`config.mk`:
```
export PLATFORM = sky130hd
export DESIGN_NAME = tmr_vote_monitor
export DESIGN_NICKNAME = d
export VERILOG_FILES = /design/src/rtl/tmr_vote_monitor.sv
export SDC_FILE = /design/constraint.sdc
export NUM_CORES = 1
export LEC_CHECK = 0
export ABC_AREA = 1
export CAP_MARGIN = 20
export CORE_MARGIN = 8
export CORE_UTILIZATION = 35
export CTS_CLUSTER_DIAMETER = 150
export DETAILED_ROUTE_END_ITERATION = 8
export PLACE_DENSITY_LB_ADDON = 0.2
export SETUP_SLACK_MARGIN = 0.4
export SYNTH_ARGS = -nofsm -noshare
export SYNTH_HDL_FRONTEND = slang
export SYNTH_SLANG_ARGS = --single-unit
```
`constraint.sdc`:
```
create_clock -name clk -period 2.6 [get_ports clk]
set_clock_uncertainty 0.15 [all_clocks]
set_input_delay 0.39 -clock clk [delete_from_list [all_inputs] [get_ports clk]]
set_output_delay 0.39 -clock clk [all_outputs]
set_load 0.005 [all_outputs]
```
`src/rtl/tmr_vote_monitor.sv`:
```
// Bitwise TMR majority voter with per-replica fault tracking and a valid/ready fault event port.
// Latency: vote 1 cycle; fault event offered 1 cycle after the fault flag. Events are held stable until evt_ready.
// Backpressure: faults arriving while an event waits are queued as pending bits and served in index order.
module tmr_vote_monitor #(
    parameter int WIDTH        = 13,
    parameter int CNT_W        = 4,
    parameter int FAULT_THRESH = 3
) (
    input  logic             clk,
    input  logic             rst_n,
    input  logic             in_valid,
    input  logic [WIDTH-1:0] rep_a,
    input  logic [WIDTH-1:0] rep_b,
    input  logic [WIDTH-1:0] rep_c,
    input  logic             clr_faults,
    output logic             out_valid,
    output logic [WIDTH-1:0] out_data,
    output logic [2:0]       mismatch_mask,
    output logic [2:0]       fault_mask,
    output logic             evt_valid,
    input  logic             evt_ready,
    output logic [1:0]       evt_replica,
    output logic [CNT_W-1:0] evt_seq
);

    localparam logic [0:0]       ST_IDLE   = 1'b0;
    localparam logic [0:0]       ST_SEND   = 1'b1;
    localparam logic [CNT_W-1:0] THRESH    = CNT_W'(FAULT_THRESH);
    localparam logic [CNT_W-1:0] THRESH_M1 = CNT_W'(FAULT_THRESH - 1);

    logic [WIDTH-1:0] maj;
    logic [2:0]       mism;
    logic [2:0]       trig;
    logic [2:0]       pend;
    logic [2:0]       pend_clr;
    logic [CNT_W-1:0] cnt [3];
    logic [0:0]       state;
    logic [1:0]       low_idx;
    logic             accept;

    assign maj  = (rep_a & rep_b) | (rep_a & rep_c) | (rep_b & rep_c);
    assign mism = {rep_c != maj, rep_b != maj, rep_a != maj};

    // A fault fires only on the step into the threshold, so a saturated streak stays silent.
    always_comb begin
        trig = '0;
        for (int i = 0; i < 3; i++) begin
            trig[i] = in_valid && mism[i] && (cnt[i] == THRESH_M1);
        end
    end

    assign low_idx   = pend[0] ? 2'd0 : (pend[1] ? 2'd1 : 2'd2);
    assign accept    = (state == ST_SEND) && evt_ready;
    assign pend_clr  = accept ? (3'b001 << evt_replica) : 3'b000;
    assign evt_valid = (state == ST_SEND);

    always_ff @(posedge clk or negedge rst_n) begin
        if (!rst_n) begin
            out_valid     <= 1'b0;
            out_data      <= '0;
            mismatch_mask <= '0;
        end else begin
            out_valid <= in_valid;
            if (in_valid) begin
                out_data      <= maj;
                mismatch_mask <= mism;
            end else begin
                mismatch_mask <= '0;
            end
        end
    end

    always_ff @(posedge clk or negedge rst_n) begin
        if (!rst_n) begin
            for (int i = 0; i < 3; i++) cnt[i] <= '0;
        end else begin
            for (int i = 0; i < 3; i++) begin
                if (clr_faults) begin
                    cnt[i] <= '0;
                end else if (in_valid) begin
                    if (!mism[i])
                        cnt[i] <= '0;
                    else if (cnt[i] != THRESH)
                        cnt[i] <= cnt[i] + CNT_W'(1);
                end
            end
        end
    end

    always_ff @(posedge clk or negedge rst_n) begin
        if (!rst_n) begin
            state       <= ST_IDLE;
            pend        <= '0;
            fault_mask  <= '0;
            evt_replica <= '0;
            evt_seq     <= '0;
        end else if (clr_faults) begin
            state      <= ST_IDLE;
            pend       <= '0;
            fault_mask <= '0;
        end else begin
            // A new trigger on the replica being accepted wins over the clear.
            pend       <= (pend & ~pend_clr) | trig;
            fault_mask <= fault_mask | trig;
            case (state)
                ST_IDLE: begin
                    if (pend != 3'b000) begin
                        evt_replica <= low_idx;
                        state       <= ST_SEND;
                    end
                end
                default: begin
                    if (evt_ready) begin
                        evt_seq <= evt_seq + CNT_W'(1);
                        state   <= ST_IDLE;
                    end
                end
            endcase
        end
    end

endmodule

```
# Word-level counts from Yosys, hierarchy flattened

Index checks and enable logic that the tools add are counted.

Register bits after elaboration: 42
Bits in latches: 0
Bits in writable memories: 0
Bits in read-only memories: 0
Bits of input ports: 44
Word-level logic and storage cells: 75
Memories kept: 0

Add/subtract/negate cells: 4
$mul: 0
Divide/modulo/power cells: 0
Magnitude comparators: 0
Equality and inequality tests: 12
Shifts and indexed selects: 1
Muxes and demuxes: 22
Bitwise gates (word level): 11
Reductions and logical operators: 14

Operators by type and width:

| kind                                                              | number |
|---|---|
| 4-bit 2-to-1 mux                                                  | 12 |
| 13-bit bitwise AND                                                | 3 |
| 13-bit != test                                                    | 3 |
| 13-bit OR                                                         | 2 |
| 4-bit by 1-bit adder with 4-bit output, second input constant     | 4 |
| 4-bit by 2-bit == test with 1-bit output, second input constant   | 3 |
| 3-bit 2-to-1 mux                                                  | 4 |
| 4-bit by 2-bit != test with 1-bit output, second input constant   | 3 |
| 3-bit by 2-bit != test with 1-bit output, second input constant   | 3 |
| 1-bit logical AND                                                 | 7 |
| 3-bit OR                                                          | 2 |
| 2-bit AND reduction                                               | 3 |
| 3-bit AND reduction                                               | 2 |
| 1-bit 2-to-1 mux                                                  | 4 |
| 2-bit 2-to-1 mux                                                  | 2 |
| 3-bit bitwise AND                                                 | 1 |
| 3-bit NOT                                                         | 1 |
| 3-bit nonzero test                                                | 1 |
| 1-bit by 2-bit left shift with 3-bit output, first input constant | 1 |
| 1-bit NOT                                                         | 2 |
| 2-bit nonzero test                                                | 1 |

# Logic depth before layout (Yosys ltp)

Gate-level depths: netlist of the first run.

Depth in word-level cells: 8
Gate-level depth with buffers: 11

# Least setup slack after synthesis of the first run

Ideal clock, no wire load.

Path type: input to register
Start point: in rep_a[7]
End point: reg cnt[2] (netlist name)
Setup time: 118 ps
Data arrival time: 1149 ps
Setup slack: 1183 ps
Stages on the path: 11
Buffers on the path: 0
Cells stage by stage: inv_1 -> nand3_1 -> nand2_1 -> nor2_1 -> nand2_1 -> nor2_2 -> nand2_2 -> nand3_2 -> nand2_2 -> nand2_1 -> nand2_1

Word-level cells in the longest chain between the ends: 7
Elaborated cells on any way between the ends: 10
Classes of those cells: 2 x eq/ne; 3 x mux; 4 x bitwise; 1 x reduce/logical

Ends and longest elaborated chain:

| element                         | RTL line | RTL |
|---|---|---|
| from (decl)                     | 12       | `input logic [WIDTH-1:0] rep_a,` |
| 13-bit bitwise AND              | 41       | `assign maj = (rep_a & rep_b) \| (rep_a & rep_c) \| (rep_b & rep_c);` |
| 13-bit OR (*) (2 in a row)      | 41       |  |
| 13-bit != test (*)              | 42       | `assign mism = {rep_c != maj, rep_b != maj, rep_a != maj};` |
| 4-bit 2-to-1 mux                | 81       | `if (!mism[i])` |
| 4-bit 2-to-1 mux                | 80       | `end else if (in_valid) begin` |
| 4-bit 2-to-1 mux                | 78       | `if (clr_faults) begin` |
| to (signal, indexed assignment) | 84       | `cnt[i] <= cnt[i] + CNT_W'(1);` |
| to (decl)                       | 36       | `logic [CNT_W-1:0] cnt [3];` |

Every way passes the cells marked *; elsewhere a longest branch is shown, timed or not. The select of a mux whose other input is x is not followed.
A chain may end at the register's enable or synchronous reset.

# Final worst setup path of the first run

Start point: in rep_c[2]
End point: reg cnt[9] (netlist name)

Word-level cells in the longest chain between the ends: 7
Elaborated cells on any way between the ends: 10
Classes of those cells: 2 x eq/ne; 3 x mux; 4 x bitwise; 1 x reduce/logical

Ends and longest elaborated chain:

| element            | RTL line | RTL |
|---|---|---|
| from (decl)        | 14       | `input logic [WIDTH-1:0] rep_c,` |
| 13-bit bitwise AND | 41       |  |
| 13-bit OR          | 41       |  |
| 13-bit OR (*)      | 41       |  |
| 13-bit != test (*) | 42       |  |
| 4-bit 2-to-1 mux   | 81       |  |
| 4-bit 2-to-1 mux   | 80       |  |
| 4-bit 2-to-1 mux   | 78       |  |

Marks and branches as above.

==> results of run 1 <==
-- metal layers --
layer  vias to the layer above  GRT usage, %  routed length [um]
met5                         -             0                   0
met1                      1279          14.5                3100
met4                         0          3.67                 112
met3                        13          4.32                 430
met2                        60          23.8                3490
li1                       1494             -                   -
-- power breakdown --
group          switching, mW  internal [mW]  leakage [nW]
Sequential            0.0955          0.753         0.532
Combinational          0.280          0.309          1.28
Clock                  0.234          0.287        0.0514
-- cells by family after synthesis --
| group | after synthesis |
|---|---|
| compound gates | 64 |
| xor+xnor | 9 |
| fa+ha+maj | 7 |
| buf+inv | 57 |
| flops | 42 |
| mux | 1 |
| simple gates | 229 |
-- sequential cells by signal (all words and copies together), names as in the netlist --
name and flops:
evt_replica 2, mismatch_mask 3, cnt 12, evt_seq 4, out_valid 1, fault_mask 3, pend 3, evt_valid 1
out_data 13
-- Yosys cell counts --
library cell,number,area [um2]
a21oi_1,15,75.1
a31oi_1,5,31.3
buf_2,1,5.00
clkbuf_1,3,11.3
clkinv_1,1,3.75
dfrtp_1,42,1050
ha_1,7,87.6
inv_1,46,173
inv_2,6,22.5
mux2_2,1,11.3
nand2_1,100,375
nand2_2,5,31.3
nand3_1,67,335
nand3_2,3,30.0
nand3b_1,1,7.51
nand4_1,5,31.3
nor2_1,41,154
nor2_2,4,25.0
nor3_1,1,5.00
nor3b_1,2,15.0
o21ai_0,41,205
o311a_1,1,10.0
o31ai_1,2,15.0
xnor2_1,4,35.0
xor2_1,5,43.8
-- cells in the final DEF, fill, tap and decap left out, types with 2 or more instances in the layout --
cell	count
clkdlybuf4s50_1	69
nor3b_1	2
nand3_1	67
inv_1	46
a21oi_1	15
a31oi_1	5
nand3_2	3
clkbuf_8	5
o21ai_0	41
xnor2_1	4
ha_1	7
nor2_1	41
nand2_2	5
buf_4	3
nand4_1	5
inv_2	6
dfrtp_1	42
nand2_1	100
o31ai_1	2
nor2_2	4
xor2_1	5
-- area by class of cell --
class / instances / share of cell area, %
multi-input cells: 310 / 40.7
flip-flops and latches: 42 / 28.1
clock inverters: 2 / 1.00
well taps: 102 / 3.41
repair buffers: 74 / 19.5
clock buffers: 6 / 1.94
inverters: 53 / 5.32
-- how the worst min path moves through the flow --
stage                     depth (start not counted)        from    endpoint  slack [ps]
after floorplan                                   0       rst_n      cnt[0]         -60
after global placement                            1       rst_n  evt_seq[3]         200
after detailed placement                          1       rst_n  evt_seq[3]         200
after CTS                                         1  evt_seq[3]  evt_seq[3]         340
after global routing                              1  evt_seq[3]  evt_seq[3]         370
final                                             1  evt_seq[3]  evt_seq[3]         330
-- stage by stage --
| step | setup slack, ps | instances | power [mW] | cell area [um2] | hold slack (ps) |
|---|---|---|---|---|---|
| after global routing | 513 | 589 | 2.10 | 3740 | 371 |
| after global placement | 398 | 580 | 1.45 | 3620 | 196 |
| after detailed placement | 348 | 580 | 1.46 | 3620 | 200 |
| final | 689 | 589 | 1.96 | 3740 | 327 |
| after floorplan | 1180 | 409 | 1.13 | 2790 | -55.6 |
| after CTS | 670 | 589 | 1.99 | 3740 | 336 |
-- worst max-delay path, cell delays in order --
cell,delay (ps)
clkdlybuf4s50_1,550
inv_1,110
nand3_1,90
nand2_1,50
nor2_1,130
nand2_1,60
nor2_1,150
nand2_2,120
nand3_2,80
nand2_1,90
nand2_1,90
nand2_1,50
==> metrics.txt, run 1 <==
status=finished clean; DRT Wirelength=roughly 7 mm; fillers=a little under 800; FP Rows=32; fin crit share=~73%; Cells after Synth=409; Worst Path Arrival=approximately 2000 ps; cts hold-fix bufs=1; Worst Tran Pin Value=399 ps; Netlist Area Pre-Place=between 2000 and 3000 um2; Final Max Tran Viols=0; final hold violation count=0; post-layout util=48.4%; total gr overflow=0; Ys Warns=0; Setup crit end kind=register; Hold Path Class=reg2reg; global placement routability congestion=0.830; Post-Synth XOR/XNOR Area=2.83%; cts repair resizes=0; CTS max path bufs=2; Max VDD drop=0.000265 V; Leak=about 1.9 nW; TritonCTS buffer count=5; sequential-to-total area share from yosys stat=37.7%; fmax=0.523 GHz; initial drt markers=64; worst-skew pair later-pin latency=300 ps; critical path type=in2reg; CTS tree=done; R2R depth=7; reg2reg start=cnt[8]; RSZ-0062 raised after global routing=no; Avg Cell Area, Syn=6.82 um2; Yosys cell types=25; Worst Setup SP=rep_c[2]; initial core utilization=between 30% and 40%; post-synthesis simple-gate area fraction=36.2%; Port Buffers=70; Synth Area in Compound Gates=12.1%; Core ar.=7730 um2; Worst Path Max Fanout=5; die area=11100 um2; largest net degree at the start of global routing=25; DR pass1 iterations=4; Post-DP HPWL=5.76 mm; I/O pin cnt=between 70 and 80; via count=2846; area grow syn2layout=34.0%; Pwr per Cell Area=523 nW/um2; Max Cap Viol=0; mux cell area share after synthesis=0.404%; Final Critical Period=between 1500 and 2000 ps; footprint of the multi-input gates=about 1500 um2; Rel. slew slack=73.2%; chip height=around 110 um; root buffer cell=clkbuf_8; Crit path required time=2640 ps; # nets final=537; largest family of logic cells by synthesized area=simple AND/OR/NAND/NOR gates; endpoints failing setup=0; Worst-path clk slew=80 ps; global-route wire length before repair=between 10 and 15 mm; total setup buffers inserted after CTS=0; Post-Synth Adder-Cell Area=around 3.1%; startpoint types=input port; Clock Sinks=42; Worst Setup EP=cnt[9]; share of layout cells above drive strength 1=6.16%; Synth Net Count=460; DR WL/cell=12.1 um; Synth Register Bits=between 40 and 50; Antenna diodes=0; GRT Util Overall=13.2%; vias in the first global route=between 2k and 3k; initial antenna violation count=0; R2R setup slack=1100 ps; DRC violations left=0; setup tns final=0 ps; reg-to-reg endpoint=cnt[11]; Reg area=1050 um2; htree depth=2; vias per cell=4.83; Post-DRT Antenna Nets=0; die width=105 um
(Power assumes the default switching activity.)
==> run 2: changes to the inputs <==
clock period = 1.8 ns   (was 2.6 ns; I/O delays follow)
==> metrics.txt, run 2 (synthesized netlist as in run 1, its figures left out) <==
status=finished clean; die width=105 um (unchanged); DR WL/cell=12.6 um (+3.8%); root buffer cell=clkbuf_8; R2R setup slack=380 ps (-720 ps); Final Max Tran Viols=0 (unchanged); area grow syn2layout=53.6%; Leak=2.26 nW (+21%); I/O pin cnt=71 (unchanged); Post-DRT Antenna Nets=0 (unchanged); Psw=0.997 mW (+64%); Largest regs=out_data x13, cnt x12, evt_seq x4; FP Rows=32 (unchanged); fin area=4290 um2 (+15%); Setup crit end kind=register; # nets final=596 (+11%); Biggest register=out_data; Max VDD drop=0.000314 V (+18%); worst-skew pair later-pin latency=290 ps (about the same); initial antenna violation count=0 (unchanged); share of layout cells above drive strength 1=35.2% (+29 points); largest net degree at the start of global routing=28 (+12%); worst setup margin=378 ps (-311 ps); htree depth=2 (unchanged); fillers=753 (-2.3%); commonest non-fill, non-tap cell in the layout=nand2_1; post-layout util=55.5% (+7.1 points); GRT Util Overall=13.9% (+0.69 points); Pwr per Cell Area=718 nW/um2 (+37%); Seq pwr share=38.5% (-4.8 points); final hold violation count=0 (unchanged); CTS tree=done; initial drt markers=92 (+44%); Worst Path Max Fanout=2 (-3); Final Critical Period=1420 ps; CTS max path bufs=2 (unchanged); DRT Wirelength=8.15 mm (+14%); vias in the first global route=3104 (+8.1%); initial core utilization=36.1% (unchanged); global placement routability congestion=0.838 (+1.0%); Comb pwr share=38.3% (+8.2 points); chip height=105 um (unchanged); total power=3.08 mW (+57%); Clk pwr share=23.1% (-3.5 points); Crit path required time=1870 ps (-770 ps); Hold Path Class=in2reg; DR pass1 iterations=4 (unchanged); global-route wire length before repair=13.2 mm (+5.9%); fin crit share=roughly 80%; dpl cell area=3880 um2 (+7.2%); Worst Path Arrival=1490 ps (-460 ps); die area=11100 um2 (unchanged); vias per cell=4.87 (+0.86%); Worst Tran Pin Value=410 ps (+10.8 ps); Clock Sinks=42 (unchanged); Rel. slew slack=72.7% (-0.51 points); Worst-path clk slew=80 ps (about the same); max FFs per register=13 (unchanged); Core ar.=7730 um2 (unchanged); critical path type=reg2reg; Cell Int Power=2.08 mW (+54%); fmax=0.703 GHz; RSZ-0062 raised after global routing=yes; TritonCTS buffer count=5 (unchanged); Max Cap Viol=0 (unchanged); Port Buffers=70 (unchanged); total gr overflow=0 (unchanged); Sw Ratio=32.4% (+1.3 points); pre-CTS worst setup slack=-337 ps (-685 ps); most frequent cells in the layout=nand2_1 (82), buf_4 (65), nand3_1 (55), dfrtp_1 (42), nor2_1 (33); endpoints failing setup=0 (unchanged); Post-DP HPWL=6.07 mm (+5.4%); startpoint types=register; DRC violations left=0 (unchanged); via count=3158 (+11%); Antenna diodes=0 (unchanged)
[run 2: changes by cell type in the layout (fill, tap and decap cells not counted), sizes merged]
cell           previous run  this run
dlymetal6s2s              0         1
bufinv                    1         0
clkdlybuf4s15             0        17
clkbuf                    6        18
dlygate4sd2               0        14
buf                       4        89
clkdlybuf4s50            69         1
clkinvlp                  1         0
[run 2: repair_timing]
item | in CTS | in global routing
setup endpoints to repair | 48 | 44
resized for setup | 164 | 124
hold endpoints to repair | 15 | 0
buffers inserted | 17 | 9
hold buffers | 1 | 0
pin swaps | 23 | 44
[run 2: power by group through the flow]
stage	Clock, mW	Sequential [mW]	Combinational (mW)
after global placement	0	1.25	0.909
after global routing	0.771	1.20	1.32
after detailed placement	0	1.24	0.926
after floorplan	0	1.23	0.404
after CTS	0.733	1.19	1.06
final	0.711	1.19	1.18
[run 2: layout make-up]
type / count / area (um2) / area share, %
multi-input cells: 310 / 1760 / 41.1
flip-flops and latches: 42 / 1050 / 24.5
repair buffers: 133 / 1040 / 24.2
inverters: 53 / 199 / 4.64
well taps: 102 / 128 / 2.98
clock buffers: 8 / 110 / 2.57
[run 2: critical path, cell delays in order (launching register included)]
cell	delay [ps]
dfrtp_1	400
ha_2	200
nand2_2	80
inv_2	50
nor2_4	80
nand4_1	100
xor2_1	160
a21oi_1	130
[run 2: path summary, 6_finish.rpt]
| path | startpoint | end | cells after the start |
|---|---|---|---|
| worst max-delay path | cnt[9] | cnt[11] | 7 |
| min in group asynchronous | rst_n | out_data[3] | 2 |
| worst min register to register | out_data[12] | out_data[12] | 2 |
| worst max register to register | cnt[9] | cnt[11] | 7 |
| max in group asynchronous | rst_n | cnt[0] | 3 |
| worst min-delay path | rep_b[0] | out_data[0] | 3 |
[run 2: layer usage]
| metal | share of wire, % | global-route usage (%) | vias up | routed length, um |
|---|---|---|---|---|
| li1 | - | - | 1620 | - |
| met1 | 41 | 15.3 | 1464 | 3330 |
| met2 | 52 | 25.2 | 64 | 4260 |
| met3 | 5.8 | 4.38 | 10 | 469 |
| met4 | 1.1 | 3.67 | 0 | 88 |
| met5 | 0 | 0 | - | 0 |
[run 2: stage by stage]
| stage | hold slack (ps) | setup TNS, ps | cells |
|---|---|---|---|
| after floorplan | -176 | 0 | 409 |
| after global placement | 70.1 | -3860 | 613 |
| after detailed placement | 76.9 | -4920 | 613 |
| after CTS | 208 | 0 | 639 |
| after global routing | 128 | 0 | 648 |
| final | 130 | 0 | 648 |
==> run 3: changes to the inputs <==
clock period = 1.47 ns   (was 1.8 ns; I/O delays follow)
==> metrics.txt, run 3 (synthesized netlist as in run 1, its figures left out) <==
Hold Crit Start=clr_faults; footprint of the multi-input gates=1980 um2 (+13%); Comb pwr share=41.6% (+3.3 points); Max VDD drop=0.000392 V (+25%); Cell Int Power=2.75 mW (+32%); Worst Path Arrival=1490 ps (about the same); total gr overflow=0 (unchanged); Crit path required time=1550 ps (-320 ps); TritonCTS buffer count=5 (unchanged); initial drt markers=76 (-17%); fillers=722 (-4.1%); Max Cap Viol=0 (unchanged); area grow syn2layout=67.2%; # nets final=606 (+1.7%); vias per cell=4.91 (+0.72%); I/O pin cnt=71 (unchanged); Worst-path clk slew=80 ps (about the same); worst-skew pair later-pin latency=300 ps (about the same); initial antenna violation count=0 (unchanged); via count=3225 (+2.1%); Biggest register=out_data; RSZ-0062 raised after global routing=yes; Final Critical Period=1410 ps (-13.1 ps); reg2reg start=cnt[9]; root buffer cell=clkbuf_8; CTS max path bufs=2 (unchanged); R2R setup slack=60 ps (-320 ps); most frequent cells in the layout=nand2_1 (75), buf_4 (61), nand3_1 (41), dfrtp_1 (41), buf_2 (41); pre-CTS worst setup slack=-641 ps (-304 ps); Post-DP HPWL=6.12 mm (+0.78%); max FFs per register=13 (unchanged); Port Buffers=70 (unchanged); Post-DRT Antenna Nets=0 (unchanged); die area=11100 um2 (unchanged); Hold WS=85.7 ps (-43.9 ps); final hold violation count=0 (unchanged); Core ar.=7730 um2 (unchanged); Reg area=1050 um2 (+0.12%); Rel. slew slack=83.4% (+11 points); startpoint types=register; R2R depth=7 (unchanged); Sw Ratio=33.5% (+1.1 points); DRC violations left=0 (unchanged); status=finished clean; Largest regs=out_data x13, cnt x12, evt_seq x4; DR pass1 iterations=4 (unchanged); fin crit share=95.8% (+17 points); largest net degree at the start of global routing=43 (+54%); critical path type=reg2reg; Leak=2.37 nW (+5.0%); htree depth=2 (unchanged); DRT Wirelength=8.57 mm (+5.2%); share of layout cells above drive strength 1=50.8% (+16 points); Clk pwr share=23.1% (about the same); GRT Util Overall=15.2% (+1.3 points); Hold Path Class=in2reg; Pwr per Cell Area=886 nW/um2 (+23%); Antenna diodes=0 (unchanged); die width=105 um (unchanged); Clock Sinks=42 (unchanged); reg-to-reg endpoint=cnt[11]; CTS tree=done; Final Non-Filler Cells=657 (+1.4%); Inst Count DP=615 (+0.33%); vias in the first global route=3262 (+5.1%); Seq pwr share=35.3% (-3.2 points); commonest non-fill, non-tap cell in the layout=nand2_1; Hold Crit Endpoint=fault_mask[0]; DR WL/cell=13.0 um (+3.8%); Final Max Tran Viols=0 (unchanged); chip height=105 um (unchanged); Worst Tran Pin Value=249 ps (-161 ps); Worst Path Max Fanout=2 (unchanged); global-route wire length before repair=14.3 mm (+8.2%); FP Rows=32 (unchanged); fmax=0.710 GHz (+0.93%); Cells on Worst Hold Path=2 (-1); endpoints failing setup=0 (unchanged); Setup crit end kind=register; worst setup margin=61.4 ps (-317 ps); global placement routability congestion=0.786 (-6.2%); initial core utilization=36.1% (unchanged); Psw=1.38 mW (+39%)
## run 3: cell count changes in the layout (fill, tap and decap cells not counted), moves of 5 or more
cell,change
buf_2,+24
buf_6,+18
clkbuf_2,-5
clkdlybuf4s15_1,-16
dlygate4sd2_1,-13
inv_1,-14
inv_2,-5
inv_4,+12
nand2_1,-7
nand3_1,-14
nand3_2,+13
nor2_1,-7
nor2_2,+5
## run 3: area by class of cell
| cell class | instances | area share [%] |
|---|---|---|
| timing repair buffer | 143 | 23.7 |
| multi-input combinational | 310 | 42.5 |
| clock buffer | 6 | 1.77 |
| clock inverter | 1 | 0.644 |
| tap | 102 | 2.74 |
| inverter | 53 | 6.06 |
| sequential | 42 | 22.6 |
## run 3: power groups by stage
stage          clock network, mW  logic [mW]  registers (mW)
6_report                   0.955        1.72            1.46
2_1_floorplan                  0       0.549            1.51
3_3_place_gp                   0        1.22            1.52
5_1_grt                     1.02        1.90            1.48
4_1_cts                    0.971        1.50            1.45
3_5_place_dp                   0        1.25            1.53
## run 3: worst max-delay path, stage by stage, from the launching register on
cell and delay, ps:
dfrtp_1 420, ha_4 190, nand2_2 70, inv_2 60, nor2_4 90, nand4_1 90, xor2_1 150, a21oi_1 110
## run 3: worst max path at each step
stage	to	slack, ps	start	depth (start not counted)
after floorplan	cnt[11]	120	cnt[8]	7
after global placement	cnt[6]	-610	rep_c[4]	12
after detailed placement	cnt[6]	-640	rep_c[4]	12
after CTS	cnt[11]	60	cnt[9]	7
after global routing	cnt[11]	-40	cnt[9]	7
final	cnt[11]	60	cnt[9]	7
## run 3: timing repair
action | 4_1_cts | 5_1_grt
hold buffers | 1 | 0
pin swaps | 54 | 39
endpoints found under the setup margin | 68 | 59
gates resized for setup | 329 | 78
hold endpoints to repair | 42 | 0
setup buffers | 22 | 12
## run 3: metrics by stage
step | setup TNS [ps] | area [um2] | util (%) | power (mW)
2_1_floorplan | 0 | 3010 | - | 2.06
3_3_place_gp | -12670 | 4120 | 53.3 | 2.74
3_5_place_dp | -13250 | 4120 | 53.3 | 2.78
4_1_cts | 0 | 4410 | 57.1 | 3.92
5_1_grt | -85.8 | 4660 | 60.4 | 4.40
6_report | 0 | 4660 | 60.4 | 4.13
## run 3: routing by layer
layer	routed length (um)	part of all wire (%)	GRT usage (%)	vias to the layer above
met1	3550	41	17.0	1499
met5	0	0	0	-
met4	115	1.3	4.99	0
li1	-	-	-	1643
met2	4410	51	27.2	74
met3	495	5.8	3.96	9
